--- config.mk ---
export PLATFORM = sky130hd
export DESIGN_NAME = trap_ctrl
export DESIGN_NICKNAME = d
export VERILOG_FILES = /design/src/rtl/trap_ctrl.sv
export SDC_FILE = /design/constraint.sdc
export NUM_CORES = 1
export LEC_CHECK = 0
export CAP_MARGIN = 5
export CORE_MARGIN = 4
export CORE_UTILIZATION = 45
export CTS_BUF_LIST = sky130_fd_sc_hd__clkbuf_4 sky130_fd_sc_hd__clkbuf_8
export DETAILED_ROUTE_END_ITERATION = 6
export PLACE_DENSITY = 0.7
export SYNTH_ARGS = -nofsm -noshare
export SYNTH_HDL_FRONTEND = slang
export SYNTH_SLANG_ARGS = --single-unit
--- constraint.sdc ---
create_clock -name clk -period 16.8 [get_ports clk]
set_input_delay 3.36 -clock clk [delete_from_list [all_inputs] [get_ports clk]]
set_output_delay 3.36 -clock clk [all_outputs]
set_load 0.005 [all_outputs]
--- src/rtl/trap_ctrl.sv ---
// Execute-stage trap controller: arbitrates memory/breakpoint exceptions, captures
// mepc/mcause/mtval, flushes the pipeline and redirects fetch (also handles mret).
module trap_ctrl #(
  parameter int             N            = 64,
  parameter logic [N-1:0]   MTVEC_RESET  = '0,
  parameter int             FLUSH_CYCLES = 2
) (
  input  logic          clk,
  input  logic          reset,
  input  logic          valid_E,
  input  logic          stall_E,
  input  logic [N-1:0]  pc_E,
  input  logic [N-1:0]  DM_addr,
  input  logic [6:0]    exceptSignal,
  input  logic          mret_E,
  input  logic          csr_we,
  input  logic [11:0]   csr_addr,
  input  logic [N-1:0]  csr_wdata,
  output logic [N-1:0]  csr_rdata,
  output logic          flush_o,
  output logic          redirect_o,
  output logic [N-1:0]  redirect_pc,
  output logic          trap_busy
);

  // state | meaning
  // IDLE  | waiting for a trap or mret in E
  // REDIR | one-cycle fetch redirect, pipeline flushed
  // FLUSH | remaining flush cycles counted down
  localparam logic [1:0] IDLE  = 2'd0;
  localparam logic [1:0] REDIR = 2'd1;
  localparam logic [1:0] FLUSH = 2'd2;

  localparam int CW = (FLUSH_CYCLES > 1) ? $clog2(FLUSH_CYCLES) : 1;
  localparam logic [CW-1:0] CNT_LOAD = CW'(FLUSH_CYCLES - 1);

  localparam logic [11:0] A_MTVEC    = 12'h305;
  localparam logic [11:0] A_MSCRATCH = 12'h340;
  localparam logic [11:0] A_MEPC     = 12'h341;
  localparam logic [11:0] A_MCAUSE   = 12'h342;
  localparam logic [11:0] A_MTVAL    = 12'h343;

  logic [1:0]    state_q, state_d;
  logic [CW-1:0] cnt_q, cnt_d;
  logic          flush_q, flush_d;
  logic          redirect_q, redirect_d;
  logic          busy_q, busy_d;
  logic [N-1:0]  redirect_pc_q, redirect_pc_d;
  logic [N-1:0]  mtvec_q, mtvec_d;
  logic [N-1:0]  mscratch_q, mscratch_d;
  logic [N-1:0]  mepc_q, mepc_d;
  logic [N-1:0]  mcause_q, mcause_d;
  logic [N-1:0]  mtval_q, mtval_d;

  logic          any_exc;
  logic          take;
  logic          ret;
  logic [4:0]    cause_code;

  assign any_exc = |exceptSignal;
  assign take    = valid_E & ~stall_E & any_exc & (state_q == IDLE);
  assign ret     = valid_E & ~stall_E & mret_E & ~any_exc & (state_q == IDLE);

  // Fixed priority: breakpoint, then the misaligns, then page faults, then access faults.
  always_comb begin
    cause_code = 5'd0;
    if      (exceptSignal[6]) cause_code = 5'd3;
    else if (exceptSignal[2]) cause_code = 5'd6;
    else if (exceptSignal[0]) cause_code = 5'd4;
    else if (exceptSignal[5]) cause_code = 5'd15;
    else if (exceptSignal[4]) cause_code = 5'd13;
    else if (exceptSignal[3]) cause_code = 5'd7;
    else if (exceptSignal[1]) cause_code = 5'd5;
  end

  always_comb begin
    state_d       = state_q;
    cnt_d         = cnt_q;
    redirect_pc_d = redirect_pc_q;
    case (state_q)
      IDLE: begin
        if (take || ret) begin
          state_d       = REDIR;
          cnt_d         = CNT_LOAD;
          redirect_pc_d = take ? {mtvec_q[N-1:2], 2'b00} : mepc_q;
        end
      end
      REDIR: begin
        if (cnt_q == '0) begin
          state_d = IDLE;
        end else begin
          cnt_d   = cnt_q - 1'b1;
          state_d = FLUSH;
        end
      end
      FLUSH: begin
        if (cnt_q == '0) state_d = IDLE;
        else             cnt_d   = cnt_q - 1'b1;
      end
      default: state_d = IDLE;
    endcase
    flush_d    = (state_d != IDLE);
    busy_d     = (state_d != IDLE);
    redirect_d = (state_d == REDIR);
  end

  // Trap capture overrides a same-edge software write to mepc/mcause/mtval.
  always_comb begin
    mtvec_d    = mtvec_q;
    mscratch_d = mscratch_q;
    mepc_d     = mepc_q;
    mcause_d   = mcause_q;
    mtval_d    = mtval_q;
    if (csr_we) begin
      case (csr_addr)
        A_MTVEC:    mtvec_d    = csr_wdata;
        A_MSCRATCH: mscratch_d = csr_wdata;
        A_MEPC:     mepc_d     = csr_wdata;
        A_MCAUSE:   mcause_d   = {1'b0, csr_wdata[N-2:0]};
        A_MTVAL:    mtval_d    = csr_wdata;
        default: ;
      endcase
    end
    if (take) begin
      mepc_d   = pc_E;
      mcause_d = {{(N-5){1'b0}}, cause_code};
      mtval_d  = exceptSignal[6] ? pc_E : DM_addr;
    end
  end

  always_comb begin
    case (csr_addr)
      A_MTVEC:    csr_rdata = mtvec_q;
      A_MSCRATCH: csr_rdata = mscratch_q;
      A_MEPC:     csr_rdata = mepc_q;
      A_MCAUSE:   csr_rdata = mcause_q;
      A_MTVAL:    csr_rdata = mtval_q;
      default:    csr_rdata = '0;
    endcase
  end

  always_ff @(posedge clk or posedge reset) begin
    if (reset) begin
      state_q       <= IDLE;
      cnt_q         <= '0;
      flush_q       <= 1'b0;
      redirect_q    <= 1'b0;
      busy_q        <= 1'b0;
      redirect_pc_q <= '0;
      mtvec_q       <= MTVEC_RESET;
      mscratch_q    <= '0;
      mepc_q        <= '0;
      mcause_q      <= '0;
      mtval_q       <= '0;
    end else begin
      state_q       <= state_d;
      cnt_q         <= cnt_d;
      flush_q       <= flush_d;
      redirect_q    <= redirect_d;
      busy_q        <= busy_d;
      redirect_pc_q <= redirect_pc_d;
      mtvec_q       <= mtvec_d;
      mscratch_q    <= mscratch_d;
      mepc_q        <= mepc_d;
      mcause_q      <= mcause_d;
      mtval_q       <= mtval_d;
    end
  end

  assign flush_o     = flush_q;
  assign redirect_o  = redirect_q;
  assign trap_busy   = busy_q;
  assign redirect_pc = redirect_pc_q;

endmodule

==> summary.md, run 1 <==
| Metric | Value |
|---|---|
| Final Hold Fails | 0 |
| HPWL after detailed placement | 39900 um |
| CP max stage delay | 1160 ps |
| GR Layer Usage met3 | 0.0662 |
| CTS tree | yes |
| Critical path required time | 13440 ps |
| Period utilisation layout | 0.675 |
| CTS Buf Count | 68 |
| Mapped Area | 19300 um^2 |
| Worst-margin pin slew | 1280 ps |
| Worst-path clk slew | 50 ps |
| Mapped Avg Cell Area | 11.0 um^2 |
| # clock sinks | 388 |
| Fraction of layout cells with a size suffix above 1 | 0.168 |
| Final setup viols | 0 |
| Placed Instances | 2513 |
| Worst Setup End Kind | output pin |
| Most frequent cell on the critical path | clkdlybuf4s50_1 |
| Crit path time final | 11350 ps |
| Slew headroom | 0.137 |
| Hold Slack | 468 ps |
| DR WL/cell | 24.0 um |
| Hold Buf Count CTS | 0 |
| Initial antenna violation count | 13 |
| ANT nets after route | 0 |
| Detailed-route wire length | 63200 um |
| Total GRT Usage | 0.266 |
| Overflow left after global routing | 0 |
| Met1 usage | 0.358 |
| Post-Synthesis Cells | 1752 |
| Via total after detailed routing | 15700 |
| Power Dens Cells | 108 nW/um^2 |
| Clock tree buffer depth | 3 |
| Largest net degree at the start of global routing | 120 |
| First-pass GRT wire length | 97400 um |
| I/O pin count | 348 |
| Initial Util | 0.458 |
| Final RePlAce weighted congestion | 0.849 |
| Number of remaining DRC errors | 0 |
| CP arrival | 7990 ps |
| Final setup TNS | 0 ps |
| Fin Clk Skew | 16.5 ps |
| Setup CP Type | in -> out |
| Vias in the first global route | 16400 |
| Core Box Area | 42100 um^2 |
| Dominant synthesized flop cell | dfrtp_1 |
| 1st-iter DRT viols | 1109 |
| Crit path launch | csr_addr[8] |
| Cell variety after synth | 50 |
| Die span in x | 215 um |
| # rows | 75 |
| Fin cells | 2635 |
| Highest clock rate | 88.1 MHz |
| # fillers | 3554 |
| Resize count post-CTS | 0 |
| Worst-path cell chain | clkdlybuf4s50_1, nor4bb_1, nand3_4, nor2b_4, buf_4, a221o_1, clkdlybuf4s50_1 |
| Drt pass-1 iters | 7 |
| Layout Area Growth over Synthesis | 26.3% |
| Async set-or-reset flop fraction in the synthesized netlist | 1.00 |
| Post-CTS Setup Bufs | 0 |
| # H-tree levels | 3 |
| MaxCap Viol Count | 0 |
| Setup crit start kind | primary input |
| Max IR drop VDD | 60.1 uV |
| Net count after synthesis | 1973 |
| NumNets Final | 2265 |
| Outcome | finished, final reports clean |
| Post-synthesis sequential area ratio | 0.503 |
| RSZ-0062 raised after global routing | false |
| Crit-path slowest cell | nor2b_4 |
| Register bit total from synthesis | 388 |
| Reg area | 9710 um^2 |
| GRT busiest layer | met2 |
| Met2 Use GR | 0.423 |
| Post-synth EDFFs | 0 |
| Die height | 215 um |
| Slew Viols, Final | 0 |
| Die area | 46200 um^2 |
| Vias per cell | 5.94 |
| Static leakage | 11.3 nW |
| Warnings, synthesis | 0 |
| Reg-to-Reg Start | state_q[1] |
| Worst skew pair latency | 590 ps |
| Maximum fanout along the worst path | 63 |
| Hold crit path type | reg -> reg |
| Root Buffer | clkbuf_8 |
| Start point of the worst hold path | redirect_pc[60] |
| Multi-input gate area | 8910 um^2 |
| # port buffers | 347 |
[through the flow]
step	area (um^2)	setup WS (ps)	power [mW]	utilization
after global placement	23000	5680	1.73	0.545
after CTS	24400	5440	2.66	0.578
after global routing	24400	5190	2.78	0.578
after floorplan	19300	2660	1.55	-
final	24400	5450	2.64	0.578
after detailed placement	23000	5430	1.76	0.545
[logic make-up after synthesis]
| family | share of synthesized area |
|---|---|
| adder cells (fa/ha/maj) | 0.00259 |
| buffers and inverters | 0.0392 |
| AND/OR/NAND/NOR | 0.0965 |
| flip-flops | 0.503 |
| AO/OA/AOI/OAI | 0.148 |
| multiplexers | 0.210 |
[cells in the mapped netlist, types with 4 or more instances]
master      n  area [um^2]
a211oi_1   64          480
a21oi_1    70          350
a221o_1    61          611
a22oi_1   128          961
buf_1       7         26.3
buf_12      6          120
buf_2      34          170
buf_4       7         52.6
clkbuf_1   94          353
dfrtp_1   388         9710
ha_1        4         50.1
inv_1       6         22.5
mux2_2    190         2140
mux2i_1   187         1870
nand2_1   193          724
nand3_1     4         20.0
nor2_1    130          488
nor2b_1    69          432
nor4_1      4         25.0
o21ai_0    66          330
[power by group]
group	internal [mW]	total, mW	switching (mW)
combinational	0.258	0.534	0.277
sequential	1.10	1.21	0.111
clock	0.504	0.892	0.389
total	1.86	2.64	0.776
[cell type report]
class | count | area share
Sequential cell | 388 | 0.398
Multi-Input combinational cell | 1209 | 0.366
Timing Repair Buffer | 371 | 0.150
Clock buffer | 109 | 0.0552
Tap cell | 539 | 0.0277
Clock inverter | 7 | 0.00154
Inverter | 6 | 0.00123
Antenna cell | 6 | 0.000616
[critical path: cells and delay by family]
kind,cells,cell delay (ps)
AO/OA/AOI/OAI,1,230
buffers and inverters,3,1500
AND/OR/NAND/NOR,3,2840
[cell usage in the layout, fill, tap and decap left out, types with 27 or more instances in the layout]
cell / count
a211oi_1: 64
a21oi_1: 70
a221o_1: 61
a22oi_1: 128
buf_4: 27
clkbuf_8: 84
clkdlybuf4s50_1: 344
dfrtp_1: 388
mux2_2: 190
mux2i_1: 187
nand2_1: 193
nor2_1: 128
nor2b_1: 68
o21ai_0: 66
[registers in the layout (all words and copies together) (netlist names)]
register / cells
cnt_q: 1
mscratch_q: 64
state_q: 2
mcause_q: 63
mtval_q: 64
redirect_pc: 64
redirect_o: 1
mtvec_q: 64
trap_busy: 1
mepc_q: 64
[final timing paths]
| path | end | slack, ps | depth (start not counted) |
|---|---|---|---|
| max in group asynchronous | mscratch_q[37] | 10490 | 5 |
| min | redirect_pc[60] | 470 | 2 |
| max | csr_rdata[56] | 5450 | 7 |
| max reg2reg | mepc_q[13] | 12470 | 7 |
| min reg2reg | redirect_pc[60] | 470 | 2 |
| min in group asynchronous | mcause_q[5] | 3270 | 2 |
[metal layers]
| layer | part of all wire | vias to the layer above |
|---|---|---|
| met4 | 0.027 | 14 |
| met5 | 0.0013 | - |
| met2 | 0.47 | 627 |
| li1 | - | 6979 |
| met3 | 0.078 | 121 |
| met1 | 0.42 | 7916 |
(Power assumes the default switching activity.)
==> run 2: changes to the inputs <==
- PLACE_DENSITY: 0.7 -> 0.73
- clock period: 16.8 -> 9.55 ns (I/O delays scaled with it)
==> summary.md, run 2 (synthesis results as in run 1) <==
| Metric | Value |
|---|---|
| Max IR drop VDD | 94.8 uV |
| Outcome | finished, final reports clean |
| Overflow left after global routing | 0 |
| Worst-path cell chain | clkdlybuf4s50_1, nor4bb_1, nand3_4, buf_4, nor2b_4, buf_4, a221o_1, clkdlybuf4s50_1 |
| RSZ-0062 raised after global routing | false |
| ANT nets after route | 0 |
| Period utilisation layout | 0.794 |
| Initial antenna violation count | 8 |
| Final setup viols | 0 |
| Root Buffer | clkbuf_8 |
| Critical path required time | 7640 ps |
| Placed cell areas | 23000 um^2 |
| Worst-path clk slew | 50 ps |
| CP max stage delay | 860 ps |
| Slew headroom | 0.164 |
| DR WL/cell | 23.9 um |
| Cell area after layout | 24300 um^2 |
| # clock sinks | 388 |
| Final Hold Fails | 0 |
| Crit path time final | 7590 ps |
| CTS Buf Count | 69 |
| Post-CTS Setup Bufs | 0 |
| CP arrival | 5680 ps |
| I/O pin count | 348 |
| Largest net degree at the start of global routing | 187 |
| Slew Viols, Final | 0 |
| MaxCap Viol Count | 0 |
| Vias per cell | 5.98 |
| Hold Buf Count CTS | 0 |
| Drt pass-1 iters | 5 |
| Die span in x | 215 um |
| Start point of the worst hold path | redirect_pc[60] |
| Setup crit start kind | primary input |
| Setup ws final | 1960 ps |
| Final setup TNS | 0 ps |
| Resize count post-CTS | 0 |
| HPWL after detailed placement | 38900 um |
| Fin Clk Skew | 21.9 ps |
| 1st-iter DRT viols | 1191 |
| NumNets Final | 2266 |
| Total GRT Usage | 0.267 |
| Core Box Area | 42100 um^2 |
| Number of remaining DRC errors | 0 |
| Fraction of layout cells with a size suffix above 1 | 0.166 |
| # fillers | 3554 |
| # rows | 75 |
| Die height | 215 um |
| Power Dens Cells | 189 nW/um^2 |
| CTS tree | yes |
| # H-tree levels | 3 |
| Static leakage | 11.3 nW |
| Setup CP Type | in -> out |
| Reg-to-Reg Start | state_q[1] |
| Most frequent cells in the layout | dfrtp_1, clkdlybuf4s50_1, nand2_1 |
| First-pass GRT wire length | 97700 um |
| Placed Instances | 2513 |
| Worst-margin pin slew | 1250 ps |
| Initial Util | 0.458 |
| Final RePlAce weighted congestion | 0.822 |
| Vias in the first global route | 16700 |
| Clock tree buffer depth | 3 |
| Hold Slack | 473 ps |
| Worst Setup End Kind | output pin |
| Detailed-route wire length | 62900 um |
| Hold crit path type | reg -> reg |
| Die area | 46200 um^2 |
| Fin cells | 2627 |
| Maximum fanout along the worst path | 46 |
| Highest clock rate | 132 MHz |
| Crit path launch | csr_addr[8] |
| Pre-CTS setup slack | 2020 ps |
| Worst skew pair latency | 630 ps |
| Layout Area Growth over Synthesis | 26.1% |
| Crit-path slowest cell | nor4bb_1 |
| Most common cell after layout, fill and taps aside | dfrtp_1 |
| Via total after detailed routing | 15700 |
| # port buffers | 347 |
## run 2: changes by cell type in the layout (fill, tap and decap cells not counted)
cell / change
buf_4: -2
diode_2: -2
clkinvlp_4: +1
clkbuf_4: -6
buf_12: +2
inv_6: +2
clkbuf_8: -2
inv_8: -1
## run 2: path summary, 6_finish.rpt
kind,end,slack [ps],depth (start not counted)
max reg2reg,redirect_pc[29],5880,8
min reg2reg,redirect_pc[60],470,2
max,csr_rdata[1],1960,8
max in group asynchronous,mscratch_q[31],6190,4
min in group asynchronous,mcause_q[7],1850,3
min,redirect_pc[60],470,2
## run 2: routing by layer
layer	vias to the layer above	share of wire	global-route usage
li1	6978	-	-
met1	7917	0.42	0.352
met2	662	0.47	0.425
met3	144	0.079	0.0730
met4	12	0.029	0.0971
met5	-	0.0014	0
## run 2: layout make-up
class / count / area [um^2] / share of cell area
clock inverter: 9 / 55.1 / 0.00226
tap: 539 / 674 / 0.0277
multi-input combinational: 1209 / 8910 / 0.366
inverter: 6 / 26.3 / 0.00108
antenna: 4 / 10.0 / 0.000411
timing repair buffer: 371 / 3670 / 0.151
sequential: 388 / 9710 / 0.399
clock buffer: 101 / 1270 / 0.0523
## run 2: critical path, delay by kind of cell
family / cells / cell delay [ps]
AO/OA/AOI/OAI: 1 / 290
buffers and inverters: 4 / 1920
AND/OR/NAND/NOR: 3 / 1480
## run 2: power breakdown
group          internal [mW]  switching [mW]
logic                  0.455           0.472
clock network          0.846           0.687
registers               1.93           0.198
## run 2: metrics by stage
| stage | utilization | power (mW) |
|---|---|---|
| after floorplan | - | 2.72 |
| after global placement | 0.546 | 3.02 |
| after detailed placement | 0.546 | 3.08 |
| after CTS | 0.577 | 4.61 |
| after global routing | 0.577 | 4.83 |
| final | 0.577 | 4.59 |
==> run 3: changes to the inputs <==
- clock period: 9.55 -> 6.2 ns (I/O delays scaled with it)
==> summary.md, run 3 (synthesis results as in run 1) <==
| Metric | Value |
|---|---|
| Layout Area Growth over Synthesis | 27.5% |
| Outcome | finished, final reports clean |
| Final Hold Fails | 0 |
| Vias in the first global route | 16700 |
| # clock sinks | 388 |
| Setup CP Type | in -> out |
| Fin cells | 2637 |
| CTS tree | yes |
| Crit path time final | 5360 ps |
| RSZ-0062 raised after global routing | false |
| Detailed-route wire length | 63700 um |
| Largest net degree at the start of global routing | 173 |
| First-pass GRT wire length | 98500 um |
| Fraction of layout cells with a size suffix above 1 | 0.170 |
| Most frequent cells in the layout | dfrtp_1, clkdlybuf4s50_1, nand2_1 |
| Slew headroom | 0.209 |
| CTS Buf Count | 68 |
| Maximum fanout along the worst path | 61 |
| Sequential group share of total power | 0.451 |
| Resize count post-CTS | 0 |
| MaxCap Viol Count | 0 |
| Initial Util | 0.458 |
| Period utilisation layout | 0.864 |
| Most frequent cell on the critical path | clkdlybuf4s50_1 |
| Most common cell after layout, fill and taps aside | dfrtp_1 |
| Final RePlAce weighted congestion | 0.868 |
| NumNets Final | 2273 |
| Total GRT Usage | 0.270 |
| Hold Buf Count CTS | 0 |
| I/O pin count | 348 |
| Initial antenna violation count | 7 |
| DR WL/cell | 24.1 um |
| ANT nets after route | 0 |
| Comb pwr share | 0.202 |
| Worst skew pair latency | 610 ps |
| Worst-path clk slew | 60 ps |
| CP max stage delay | 940 ps |
| # H-tree levels | 3 |
| Setup ws final | 842 ps |
| Static leakage | 11.4 nW |
| Die height | 215 um |
| CP arrival | 4120 ps |
| Critical path required time | 4960 ps |
| Placed Instances | 2521 |
| Die area | 46200 um^2 |
| Number of remaining DRC errors | 0 |
| Final setup viols | 0 |
| Psw | 2.09 mW |
| Highest clock rate | 187 MHz |
| Cell area after layout | 24600 um^2 |
| Root Buffer | clkbuf_8 |
| Via total after detailed routing | 15800 |
| Pre-CTS setup slack | 895 ps |
| 1st-iter DRT viols | 1335 |
| Power Dens Cells | 295 nW/um^2 |
| Overflow left after global routing | 0 |
| Hold Slack | 476 ps |
| Hold crit path type | reg -> reg |
| Post-CTS Setup Bufs | 0 |
| Worst Setup End Kind | output pin |
| Worst-margin pin slew | 1180 ps |
| Placed cell areas | 23100 um^2 |
| Die span in x | 215 um |
| WP buf/inv | 3 |
| Largest delay contributor family on the critical path | buffers and inverters |
| Worst-path cell chain | clkdlybuf4s50_1, nor4bb_1, nand3_4, nor2b_4, buf_12, a221o_1, clkdlybuf4s50_1 |
| Vias per cell | 5.99 |
| # rows | 75 |
| Drt pass-1 iters | 5 |
| # port buffers | 347 |
| Slew Viols, Final | 0 |
| Max IR drop VDD | 168 uV |
| HPWL after detailed placement | 40500 um |
| Switching share of power | 0.288 |
| Fin Clk Skew | 19.2 ps |
| Clock tree buffer depth | 3 |
| Final setup TNS | 0 ps |
| Setup crit start kind | primary input |
| Crit-path slowest cell | nor4bb_1 |
| Internal power | 5.16 mW |
| Clk network pwr share | 0.346 |
| Core Box Area | 42100 um^2 |
[run 3: cell count changes in the layout (fill, tap and decap cells not counted)]
| cell | change |
|---|---|
| buf_12 | +6 |
| buf_4 | +2 |
| bufinv_16 | +2 |
| clkbuf_4 | -1 |
| clkbuf_8 | +8 |
| clkinv_2 | -4 |
| diode_2 | -1 |
| inv_6 | -2 |
[run 3: power by group through the flow]
stage	logic, mW	registers, mW	clock network, mW
final	1.47	3.27	2.51
after global routing	1.63	3.32	2.68
after CTS	1.47	3.27	2.56
after detailed placement	1.46	3.30	0
after global placement	1.42	3.27	0
after floorplan	0.973	3.22	0
[run 3: cell type report]
type | count | area (um^2)
timing repair buffer | 379 | 3810
clock buffer | 108 | 1370
multi-input combinational | 1209 | 8910
tap | 539 | 674
clock inverter | 5 | 77.6
fill | 3492 | 17500
sequential | 388 | 9710
antenna | 3 | 7.51
inverter | 6 | 26.3
[run 3: tightest hold or removal path: cells and delay by family, from the launching register on]
kind | cells | cell delay [ps]
DFF | 1 | 340
and+or+nand+nor | 2 | 100
[run 3: final timing paths]
| check | cells past startpoint | startpoint | slack (ps) | endpoint |
|---|---|---|---|---|
| setup / recovery | 7 | csr_addr[8] | 840 | csr_rdata[0] |
| hold / removal | 2 | redirect_pc[60] | 480 | redirect_pc[60] |
| setup reg to reg | 6 | state_q[1] | 3390 | mepc_q[41] |
| hold reg to reg | 2 | redirect_pc[60] | 480 | redirect_pc[60] |
| max in group asynchronous | 3 | reset | 3700 | mepc_q[38] |
| min in group asynchronous | 2 | reset | 1070 | redirect_pc[8] |
[run 3: metal layers]
| metal | share of wire | vias to the layer above | GRT usage | wire [um] |
|---|---|---|---|---|
| li1 | - | 6991 | - | - |
| met1 | 0.42 | 7896 | 0.358 | 26600 |
| met2 | 0.47 | 756 | 0.431 | 29800 |
| met3 | 0.079 | 145 | 0.0626 | 5050 |
| met4 | 0.034 | 6 | 0.107 | 2170 |
| met5 | 0.00053 | - | 0 | 34 |
[run 3: metrics by stage]
| step | power, mW | util |
|---|---|---|
| CTS | 7.29 | 0.583 |
| global route | 7.63 | 0.583 |
| floorplan | 4.19 | - |
| global placement | 4.69 | 0.549 |
| detailed placement | 4.77 | 0.549 |
| finish | 7.25 | 0.583 |
